<file path="config.mk">
export PLATFORM = sky130hd
export DESIGN_NAME = prbs_randomizer_par
export DESIGN_NICKNAME = d
export VERILOG_FILES = /design/src/rtl/prbs_randomizer_par.sv
export SDC_FILE = /design/constraint.sdc
export NUM_CORES = 1
export LEC_CHECK = 0
export CAP_MARGIN = 20
export CORE_UTILIZATION = 54
export CTS_BUF_LIST = sky130_fd_sc_hd__clkbuf_8
export CTS_CLUSTER_DIAMETER = 30
export DETAILED_ROUTE_END_ITERATION = 12
export GPL_TIMING_DRIVEN = 0
export PLACE_DENSITY = 0.81
export REMOVE_ABC_BUFFERS = 1
export SLEW_MARGIN = 0
export SYNTH_ARGS = -nofsm -noshare
export SYNTH_HDL_FRONTEND = slang
export SYNTH_SLANG_ARGS = --single-unit
</file>
<file path="constraint.sdc">
create_clock -name clk -period 2.3 [get_ports clk]
set_clock_uncertainty 0.1 [all_clocks]
set_input_delay 0.46 -clock clk [delete_from_list [all_inputs] [get_ports clk]]
set_output_delay 0.46 -clock clk [all_outputs]
set_load 0.01 [all_outputs]
</file>
<file path="src/rtl/prbs_randomizer_par.sv">
// -----------------------------------------------------------------------------
// prbs_randomizer_par
//
// Parallel PRBS data randomizer for the WiMax PHY transmit chain, placed
// between the MAC-data source and the FEC encoder. Each accepted beat of
// DATA_W bits is XORed with the 1+x^14+x^15 LFSR sequence (generalised by
// LFSR_W/TAPS), most significant bit first in time. The LFSR reloads from the
// stored seed automatically at every BLOCK_BITS boundary, and a bypass input
// lets a beat through unscrambled while still advancing the sequence.
//
// Ports:
//   clk        rising-edge clock
//   reset      synchronous, active-high reset
//   load       seed-load strobe (captures seed, restarts the block)
//   seed       seed value; seed[LFSR_W-1] is stage 1, seed[0] is stage LFSR_W
//   bypass     pass in_data through unscrambled for this accepted beat
//   in_valid   input beat valid
//   in_data    input bits, MSB first in time
//   in_ready   block can accept a beat this cycle
//   out_valid  output beat valid
//   out_data   scrambled bits, MSB first in time
//   out_last   this output beat closes a BLOCK_BITS block
//   out_ready  downstream accepts the output beat
//
// Handshake: a beat transfers on a side in any cycle where valid and ready are
// both high at the rising clock edge. The producer keeps valid and data
// stable until that transfer; in particular out_data/out_last do not change
// while out_valid=1 and out_ready=0. in_ready does not depend on in_valid.
// -----------------------------------------------------------------------------
module prbs_randomizer_par #(
   parameter int                DATA_W     = 8,
   parameter int                LFSR_W     = 15,
   parameter logic [LFSR_W-1:0] TAPS       = 15'h6000,
   parameter int                BLOCK_BITS = 96
) (
   input  logic              clk,
   input  logic              reset,
   input  logic              load,
   input  logic [LFSR_W-1:0] seed,
   input  logic              bypass,
   input  logic              in_valid,
   input  logic [DATA_W-1:0] in_data,
   output logic              in_ready,
   output logic              out_valid,
   output logic [DATA_W-1:0] out_data,
   output logic              out_last,
   input  logic              out_ready
);

   localparam int CNT_W = $clog2(BLOCK_BITS) + 1;

   localparam logic [CNT_W-1:0] STEP_CNT  = CNT_W'(DATA_W);
   localparam logic [CNT_W-1:0] BLOCK_CNT = CNT_W'(BLOCK_BITS);

   // --------------------------------------------------------------------------
   // Configuration checks, evaluated at elaboration.
   // --------------------------------------------------------------------------
   generate
      if (BLOCK_BITS % DATA_W != 0) begin : g_block_not_multiple
         $error("prbs_randomizer_par: BLOCK_BITS (%0d) is not a multiple of DATA_W (%0d)",
                BLOCK_BITS, DATA_W);
      end
      if (DATA_W < 1 || DATA_W > 16) begin : g_data_w_range
         $error("prbs_randomizer_par: DATA_W (%0d) outside 1..16", DATA_W);
      end
      if (LFSR_W < 2) begin : g_lfsr_w_range
         $error("prbs_randomizer_par: LFSR_W (%0d) must be at least 2", LFSR_W);
      end
   endgenerate

   // --------------------------------------------------------------------------
   // State
   // --------------------------------------------------------------------------
   logic [LFSR_W-1:0] lfsr;       // lfsr[LFSR_W-k] holds stage k
   logic [LFSR_W-1:0] seed_reg;   // seed used for automatic block reseed
   logic [CNT_W-1:0]  bit_cnt;    // bits consumed in the current block
   logic              seeded;     // at least one load since reset

   // --------------------------------------------------------------------------
   // Feedback: XOR of the stages selected by TAPS. TAPS bit k-1 selects
   // stage k, which lives at lfsr index LFSR_W-k.
   // --------------------------------------------------------------------------
   function automatic logic lfsr_fb(input logic [LFSR_W-1:0] s);
      logic f;
      f = 1'b0;
      for (int k = 1; k <= LFSR_W; k++) begin
         if (TAPS[k-1]) begin
            f = f ^ s[LFSR_W-k];
         end
      end
      return f;
   endfunction

   // --------------------------------------------------------------------------
   // Handshake
   // --------------------------------------------------------------------------
   logic accept;

   // Load owns the cycle: a beat presented alongside a load is refused so the
   // new seed and the cleared counter apply cleanly to the next beat.
   assign in_ready = !reset && seeded && !load && (!out_valid || out_ready);
   assign accept   = in_valid && in_ready;

   // --------------------------------------------------------------------------
   // Unrolled scramble: DATA_W LFSR steps per beat. The MSB of the beat is the
   // earliest bit in time, so it consumes the first step.
   // --------------------------------------------------------------------------
   logic [LFSR_W-1:0] step_state;
   logic [DATA_W-1:0] scr_data;
   logic              step_fb;

   always_comb begin
      step_state = lfsr;
      scr_data   = '0;
      step_fb    = 1'b0;
      for (int i = DATA_W - 1; i >= 0; i--) begin
         step_fb     = lfsr_fb(step_state);
         scr_data[i] = in_data[i] ^ step_fb;
         // New stage 1 takes the feedback; every other stage shifts down.
         step_state  = {step_fb, step_state[LFSR_W-1:1]};
      end
   end

   // --------------------------------------------------------------------------
   // Block boundary detection
   // --------------------------------------------------------------------------
   logic [CNT_W-1:0] cnt_next;
   logic             block_end;

   assign cnt_next  = bit_cnt + STEP_CNT;
   assign block_end = (cnt_next == BLOCK_CNT);

   // --------------------------------------------------------------------------
   // Seed, LFSR and counter
   // --------------------------------------------------------------------------
   always_ff @(posedge clk) begin
      if (reset) begin
         lfsr     <= '0;
         seed_reg <= '0;
         bit_cnt  <= '0;
         seeded   <= 1'b0;
      end else if (load) begin
         // Load beats a pending block end: the new seed starts a fresh block.
         lfsr     <= seed;
         seed_reg <= seed;
         bit_cnt  <= '0;
         seeded   <= 1'b1;
      end else if (accept) begin
         if (block_end) begin
            // Next block restarts the sequence from the stored seed.
            lfsr    <= seed_reg;
            bit_cnt <= '0;
         end else begin
            // Bypassed beats still advance, keeping block alignment intact.
            lfsr    <= step_state;
            bit_cnt <= cnt_next;
         end
      end
   end

   // --------------------------------------------------------------------------
   // Output register. Independent of load so a held beat survives a reload.
   // --------------------------------------------------------------------------
   always_ff @(posedge clk) begin
      if (reset) begin
         out_valid <= 1'b0;
         out_data  <= '0;
         out_last  <= 1'b0;
      end else if (accept) begin
         out_valid <= 1'b1;
         out_data  <= bypass ? in_data : scr_data;
         out_last  <= block_end;
      end else if (out_ready) begin
         // Beat drained with nothing new behind it; data left as-is.
         out_valid <= 1'b0;
         out_last  <= 1'b0;
      end
   end

endmodule
</file>
==> Word level (Yosys, flattened, before mapping) <==
Index checks and enable logic that the tools add are counted.
{ "word_totals": {"ramBits": 0, "word_cells": 44, "mem_bits_ro": 0, "output_inout_bits": 11, "inputBits": 29, "memories": 0, "latch_bits": 0, "reg_bits": 49} }
{ "classes": {"n_bitwise": 16, "n_reduce_logical": 11, "n_shift": 0, "n_mul": 0, "n_eq_ne": 1, "magnitude_cmp": 0, "add_sub_neg": 1, "div_mod_pow": 0, "muxes": 8} }
{ "ops": {"columns": ["cell", "count"], "rows": [
  ["$mux W15", 3],
  ["$mux W8", 2],
  ["$xor A1 B1 Y1", 16],
  ["$add A8 B4 Y8 const B", 1],
  ["$eq A8 B7 Y1 const B", 1],
  ["$logic_and A1 B1 Y1", 4],
  ["$reduce_bool A2 Y1", 2],
  ["$logic_not A1 Y1", 3],
  ["$mux W1", 3],
  ["$reduce_or A2 Y1", 1],
  ["$logic_or A1 B1 Y1", 1]
]} }

==> Logic depth before layout (Yosys ltp) <==
Gate-level depths: netlist of run 1.
{ "logic_depth": {"word_depth": 7, "depth_mapped": 7, "mapped_depth_nobuf": 5} }

==> Least setup slack after synthesis of run 1 <==
Ideal clock, no wire load.
{ "synth_timing": {"path_kind": "register to register", "startpoint": "register bit_cnt[3]", "endpoint": "register lfsr[6]", "synth_period_minus_slack_ns": 1.762, "setup_ns": 0.139, "n_path_buf": 2, "required_ns": 2.061, "arrival_ns": 1.523, "stages_incl_launch_ff": 8, "slack_ns": 0.538, "path_cell_list": "dfxtp_1 ha_1 xor2_1 nand3_1 buf_2 buf_2 o2111ai_1 o221ai_2"} }
{ "synth_between": {"elab_chain_cells": 5} }
{ "synth_lines": {"columns": ["element", "line_no", "text"], "rows": [
  ["start, declared", "76", "logic [CNT_W-1:0] bit_cnt;"],
  ["start signal, assigned", "156", "bit_cnt <= cnt_next;"],
  ["$add A8 B4 Y8", "130", "assign cnt_next = bit_cnt + STEP_CNT;"],
  ["$eq A8 B7 Y1", "131", "assign block_end = (cnt_next == BLOCK_CNT);"],
  ["$mux W15", "149", "if (block_end) begin"],
  ["$mux W15", "148", "end else if (accept) begin"],
  ["$mux W15", "142", "end else if (load) begin"],
  ["end signal, assigned", "151", "lfsr <= seed_reg;"],
  ["end signal, assigned", "155", "lfsr <= step_state;"],
  ["end, declared", "74", "logic [LFSR_W-1:0] lfsr;"]
]} }
No other way between the ends. The select of a mux whose other input is x is not followed.
A chain may end at the register's enable or synchronous reset.

==> Final worst setup path of run 1 <==
{ "layout_timing": {"startpoint": "register bit_cnt[3]", "endpoint": "register lfsr[7]"} }
Same word-level chain as after synthesis.

==> metrics.md, run 1 <==
| Metric | Value |
|---|---|
| Outcome | `complete, no violations` |
| Avg Synthesized Cell Area | `~9.5 µm²` |
| DRT Pass-1 Iters | `4` |
| NumNets Final | `approximately 300` |
| Starting Density | `56.9%` |
| Routed wire per std cell | `about 16 µm` |
| Worst Path Required | `2.42 ns` |
| Max clock buf depth | `2` |
| Worst-Skew Late Latency | `0.31 ns` |
| Chip Width | `67.1 µm` |
| Hold Path Class | `flop to flop` |
| First-pass GRT wire length | `8380 µm` |
| Layout area overhead | `19.9%` |
| Setup bufs post-CTS | `0` |
| Period minus WS final | `2.23 ns` |
| Netlist cell types | `37` |
| DP Area | `2630 µm²` |
| CTS Buf Count | `5` |
| Final period utilization | `roughly 97%` |
| Commonest cells after routing, fill and taps aside | `dfxtp_1 (46), clkdlybuf4s50_1 (36), nor2_1 (29), xor2_1 (17)` |
| Cell Rows | `23` |
| # hold bufs at CTS | `0` |
| Commonest non-fill, non-tap cell in the layout | `dfxtp_1` |
| Cell count after synthesis | `240` |
| GR Overflow Total | `0` |
| Max Cap Viol | `0` |
| Worst setup margin | `0.0712 ns` |
| DIE HEIGHT | `roughly 67 µm` |
| Clock transition at the registers of the reported paths | `0.08 ns` |
| Largest net degree at the start of global routing | `52` |
| Antenna diodes | `0` |
| Placed wire-length estimate | `roughly 3200 µm` |
| Iter 0 DRT Violations | `around 130` |
| Residual DRC count | `0` |
| Synth Cell Area | `2290 µm²` |
| Final instance area | `about 2700 µm²` |
| Synth Register Bits | `between 40 and 50` |
| Yosys warns | `0` |
| Placer's final routability congestion estimate | `0.778` |
| Initial antenna violation count | `0` |
| Post-CTS sizing | `9` |
| Worst slew pin tran | `0.839 ns` |
| Vias in the first global route | `1877` |
| PortBufs | `39` |
| Core Box Area | `a little over 4000 µm²` |
| Rel. slew slack | `43.9%` |
| Startpoint Class | `flop` |
| Die area | `approximately 4500 µm²` |
| ANT nets after route | `0` |
| Gr usage total | `about 25%` |
| Worst vdd ir | `359 µV` |
| Seq/Total Area, Yosys | `40.2%` |
| Top Ports | `40` |
| Critical path arrival | `roughly 2.4 ns` |
| CTS tree | `built` |
| CTS sink cnt | `46` |
| Layout cells sized above 1 | `10.6%` |
| Crit. End Element | `flop` |
| Fin. Hold Viols | `0` |
| DR vias | `1899` |
| Static Leak | `0.961 nW` |
| Worst-path fanout max | `20` |
| Drt total wl | `around 5100 µm` |
| PD cells | `579 nW/µm²` |
| Vias per inst | `about 6.0` |
| CTS root buf | `clkbuf_8` |
| Final setup vio count | `0` |
| Place WS | `-0.430 ns` |
| # H-tree levels | `2` |
| Final Max Slew Viols | `0` |
| WS Path Type | `flop to flop` |
| Max Freq | `0.449 GHz` |
==> path summary, 6_finish.rpt <==
path	startpoint	end	slack, ns	cells after the start
worst min register to register	bit_cnt[4]	bit_cnt[4]	0.39	2
worst min-delay path	bit_cnt[4]	bit_cnt[4]	0.39	2
worst max-delay path	bit_cnt[3]	lfsr[7]	0.07	5
worst max register to register	bit_cnt[3]	lfsr[7]	0.07	5
==> per-layer routing <==
layer  wire, µm  up-vias  GRT usage [%]
li1           -      940              -
met1       2310      911           30.5
met2       2530       42           41.5
met3        253        6           4.22
met4         47        0           12.2
met5          0        -              0
==> power by group <==
| part | total (W) | internal [W] | leakage, nW | switching, W |
|---|---|---|---|---|
| clock | 0.000512 | 0.000238 | 0.0524 | 0.000274 |
| sequential | 0.000859 | 0.000834 | 0.377 | 0.0000255 |
| combinational | 0.000218 | 0.000112 | 0.531 | 0.000107 |
==> through the flow <==
| stage | hold WS (ns) | std cells | util [%] | total power [W] | setup TNS (ns) |
|---|---|---|---|---|---|
| after global placement | 0.365 | 307 | 65.2 | 0.00109 | -69.17 |
| after floorplan | 0.351 | 218 | - | 0.000980 | 0 |
| after detailed placement | 0.384 | 307 | 65.2 | 0.00109 | -10.25 |
| after global routing | 0.411 | 315 | 68.2 | 0.00165 | -0.231 |
| after CTS | 0.396 | 315 | 68.0 | 0.00160 | 0 |
| final | 0.389 | 315 | 68.2 | 0.00159 | 0 |
==> cell families (layout without fill, tap and decap cells) <==
family                     count (synthesis)  after routing  share of synthesized area [%]
DFF                                       46             46                           40.2
and+or+nand+nor                           71             71                           15.0
adders and majority gates                  1              1                          0.546
AOI/OAI and AO/OA                         64             64                           24.2
muxes                                     15             15                           6.55
xor gates and xnor gates                  19             19                           8.08
buffers and inverters                     24             49                           5.41
==> synthesized netlist by cell type <==
library cell,count,area [µm²]
dfxtp_1,46,921
nor2_1,29,109
xor2_1,17,149
a22oi_1,15,113
mux2i_1,15,150
buf_2,12,60.1
nand2_1,12,45.0
nand3_1,10,50.1
o221ai_2,10,150
nand2b_1,9,56.3
a211oi_1,8,60.1
o2111ai_1,8,70.1
o211ai_1,8,60.1
clkbuf_1,6,22.5
o221ai_1,5,43.8
a21oi_1,3,15.0
o21ai_0,3,15.0
a31oi_1,2,12.5
and3_1,2,12.5
buf_1,2,7.51
inv_1,2,7.51
and3_4,1,11.3
buf_6,1,11.3
buf_8,1,15.0
ha_1,1,12.5
nand4_1,1,6.26
nand4b_1,1,8.76
nor3_1,1,5.00
nor3b_1,1,7.51
nor3b_2,1,12.5
o21a_1,1,7.51
o311ai_0,1,8.76
or2_1,1,6.26
or2_2,1,6.26
or3_1,1,6.26
xnor2_1,1,8.76
xnor2_4,1,27.5
==> worst max-delay path, stage by stage (launching register included) <==
cell and delay (ns):
dfxtp_1 0.47, ha_1 0.28, xor2_1 0.34, nand3_4 0.28
or2_4 0.44, o221ai_1 0.24
==> area by class of cell <==
class	count	area, µm²
fill	339	1280
multi-input combinational	170	1280
sequential	46	921
timing repair buffer	39	384
clock buffer	6	82.6
tap	50	62.6
clock inverter	2	8.76
inverter	2	7.51
No activity file was read; power rests on OpenSTA's default activity.
==> inputs of run 2 (changes only) <==
--- a/config.mk
+++ b/config.mk
@@ -13,7 +13,7 @@
 export GPL_TIMING_DRIVEN = 0
 export PLACE_DENSITY = 0.81
 export REMOVE_ABC_BUFFERS = 1
-export SLEW_MARGIN = 0
+export SLEW_MARGIN = 40
 export SYNTH_ARGS = -nofsm -noshare
 export SYNTH_HDL_FRONTEND = slang
 export SYNTH_SLANG_ARGS = --single-unit
==> run 2 against run 1 <==
- critical path depth is the same
- final area grew 1.6%
- sequential share of layout area shrank 0.53 points
- critical path type unchanged
- non-clock buffer count grew 1
- via count shrank 0.11%
- die area is the same
- largest power group unchanged
- combinational power grew 3%
- global-route usage shrank 1.2 points
==> metrics.md, run 2 (synthesis gave the netlist of run 1 again) <==
| Metric | Value |
|---|---|
| Max Cap Viol | `0 (unchanged)` |
| Cell Rows | `23 (unchanged)` |
| Initial antenna violation count | `0 (unchanged)` |
| Worst slew pin tran | `0.544 ns (was 0.839 ns)` |
| Commonest non-fill, non-tap cell in the layout | `dfxtp_1 (unchanged)` |
| RSZ-0062 raised after global routing | `no` |
| Starting Density | `56.9% (unchanged)` |
| Power Total | `0.00160 W (was 0.00159 W)` |
| Residual DRC count | `0 (unchanged)` |
| Final period utilization | `92.0% (was 96.9%)` |
| R2R cell count | `5 (unchanged)` |
| Hold Path Class | `flop to flop (unchanged)` |
| Crit. End Element | `flop (unchanged)` |
| Largest net degree at the start of global routing | `52 (unchanged)` |
| Final Max Slew Viols | `0 (unchanged)` |
| Layout area overhead | `21.8% (was 19.9%)` |
| Core Box Area | `4030 µm² (unchanged)` |
| Psw | `0.000406 W (about the same)` |
| Post-route setup TNS | `0 ns (unchanged)` |
| Top Ports | `40 (unchanged)` |
| Startpoint Class | `flop (unchanged)` |
| Worst Path Required | `2.42 ns (about the same)` |
| First-pass GRT wire length | `8000 µm (was 8380 µm)` |
| WS Path Type | `flop to flop (unchanged)` |
| Critical path arrival | `2.24 ns (was 2.35 ns)` |
| Clock power frac | `32.1% (was 32.2%)` |
| NumNets Final | `295 (was 294)` |
| R2R Setup Slk | `0.18 ns (was 0.07 ns)` |
| PD cells | `572 nW/µm² (was 579 nW/µm²)` |
| Sw Ratio | `25.5% (about the same)` |
| P_int | `0.00119 W (was 0.00118 W)` |
| Max clock buf depth | `2 (unchanged)` |
| CTS root buf | `clkbuf_8 (unchanged)` |
| Fin util | `69.3% (was 68.2%)` |
| DRT Pass-1 Iters | `4 (unchanged)` |
| Outcome | `complete, no violations (unchanged)` |
| ANT nets after route | `0 (unchanged)` |
| Iter 0 DRT Violations | `123 (was 131)` |
| Final setup vio count | `0 (unchanged)` |
| CTS tree | `built (unchanged)` |
| Top routing layer used | `met4 (unchanged)` |
| Placer's final routability congestion estimate | `0.778 (unchanged)` |
| DR vias | `1897 (was 1899)` |
| Static Leak | `0.974 nW (was 0.961 nW)` |
| Vias in the first global route | `1739 (was 1877)` |
| Max Freq | `0.472 GHz (was 0.449 GHz)` |
| Worst R2R End | `lfsr[7] (unchanged)` |
| Die area | `4510 µm² (unchanged)` |
| RR Startpoint | `bit_cnt[3] (unchanged)` |
| Antenna diodes | `0 (unchanged)` |
| Vias per inst | `6.00 (was 6.03)` |
| Hold Path End | `bit_cnt[4] (unchanged)` |
| PortBufs | `39 (unchanged)` |
| Drt total wl | `4950 µm (was 5140 µm)` |
| DIE HEIGHT | `67.1 µm (unchanged)` |
| Rel. slew slack | `63.8% (was 43.9%)` |
| Layout cells sized above 1 | `11.3% (was 10.6%)` |
| Routed wire per std cell | `15.7 µm (was 16.3 µm)` |
| Placed wire-length estimate | `3160 µm (was 3190 µm)` |
| CTS Buf Count | `5 (unchanged)` |
| Hold Path Depth | `2 (unchanged)` |
| Gr usage total | `23.6% (was 24.8%)` |
| Worst-path fanout max | `20 (unchanged)` |
| Clock transition at the registers of the reported paths | `0.09 ns (was 0.08 ns)` |
| # fillers | `329 (was 339)` |
| Sequential fraction of design power | `53.9% (was 54.0%)` |
| CTS sink cnt | `46 (unchanged)` |
| Chip Width | `67.1 µm (unchanged)` |
| Metal-1 WL | `2260 µm (was 2310 µm)` |
| Commonest cells after routing, fill and taps aside | `dfxtp_1 (46), clkdlybuf4s50_1 (36), nor2_1 (29), xor2_1 (16) (was dfxtp_1 (46), clkdlybuf4s50_1 (36), nor2_1 (29), xor2_1 (17))` |
| Fin. Hold Viols | `0 (unchanged)` |
| Placed Instances | `308 (was 307)` |
| Met2 WL | `2350 µm (was 2530 µm)` |
| Combinational Power Share | `14.0% (was 13.7%)` |
| Final Non-Filler Cells | `316 (was 315)` |
| # H-tree levels | `2 (unchanged)` |
| Worst vdd ir | `344 µV (was 359 µV)` |
| Period minus WS final | `2.12 ns (was 2.23 ns)` |
| Metal3 WL | `269 µm (was 253 µm)` |
| Worst-Skew Late Latency | `0.30 ns (was 0.31 ns)` |
| Worst hold start | `bit_cnt[4] (unchanged)` |
| GR Overflow Total | `0 (unchanged)` |
[run 2: cell count changes in the layout (fill, tap and decap cells not counted), sizes merged]
cell / change
buf: +1
[run 2: final cells by class]
class / count / area, µm² / area share (%)
clock buffers: 6 / 82.6 / 2.96
multi-input cells: 170 / 1300 / 46.5
clock inverters: 2 / 8.76 / 0.314
inverters: 2 / 7.51 / 0.269
repair buffers: 40 / 412 / 14.8
flip-flops and latches: 46 / 921 / 33.0
well taps: 50 / 62.6 / 2.24
[run 2: per-layer routing]
metal  up-vias  GRT usage [%]
met5         -              0
met4         0           10.6
met3         6           4.73
met2        55           38.4
met1       895           29.9
li1        941              -
[run 2: timing repair]
item                       in CTS  in global routing
gates resized for setup         7                  2
hold buffers                    0                  0
setup endpoints to repair      16                 15
gates cloned                    0                  0
pin swaps                       0                  1
setup buffers                   0                  0
[run 2: power groups by stage]
stage | registers, W | clock network, W | logic (W)
4_1_cts | 0.000859 | 0.000515 | 0.000224
3_3_place_gp | 0.000876 | 0 | 0.000216
2_1_floorplan | 0.000874 | 0 | 0.000106
6_report | 0.000859 | 0.000512 | 0.000224
5_1_grt | 0.000864 | 0.000542 | 0.000244
3_5_place_dp | 0.000878 | 0 | 0.000223
[run 2: critical path, stage by stage (launching register included)]
cell and delay, ns:
dfxtp_1 0.46, ha_1 0.31, xor2_2 0.24, nand3_4 0.24, or2_4 0.44, o221ai_1 0.23
[run 2: how the worst max path moves through the flow]
stage / start / endpoint / slack [ns] / depth (start not counted)
6_report: bit_cnt[3] / lfsr[7] / 0.18 / 5
5_1_grt: bit_cnt[3] / lfsr[9] / 0.01 / 5
4_1_cts: bit_cnt[3] / lfsr[7] / 0.05 / 5
3_5_place_dp: bit_cnt[3] / lfsr[10] / -0.40 / 5
3_3_place_gp: reset / lfsr[5] / -2.25 / 5
2_1_floorplan: load / lfsr[0] / 0.06 / 4
[run 2: stage by stage]
step / cell area [µm²] / setup slack [ns] / hold WS (ns)
after detailed placement: 2670 / -0.399 / 0.383
after global routing: 2790 / 0.0134 / 0.410
after floorplan: 2170 / 0.0648 / 0.351
final: 2790 / 0.183 / 0.392
after CTS: 2780 / 0.0464 / 0.398
after global placement: 2630 / -2.25 / 0.365
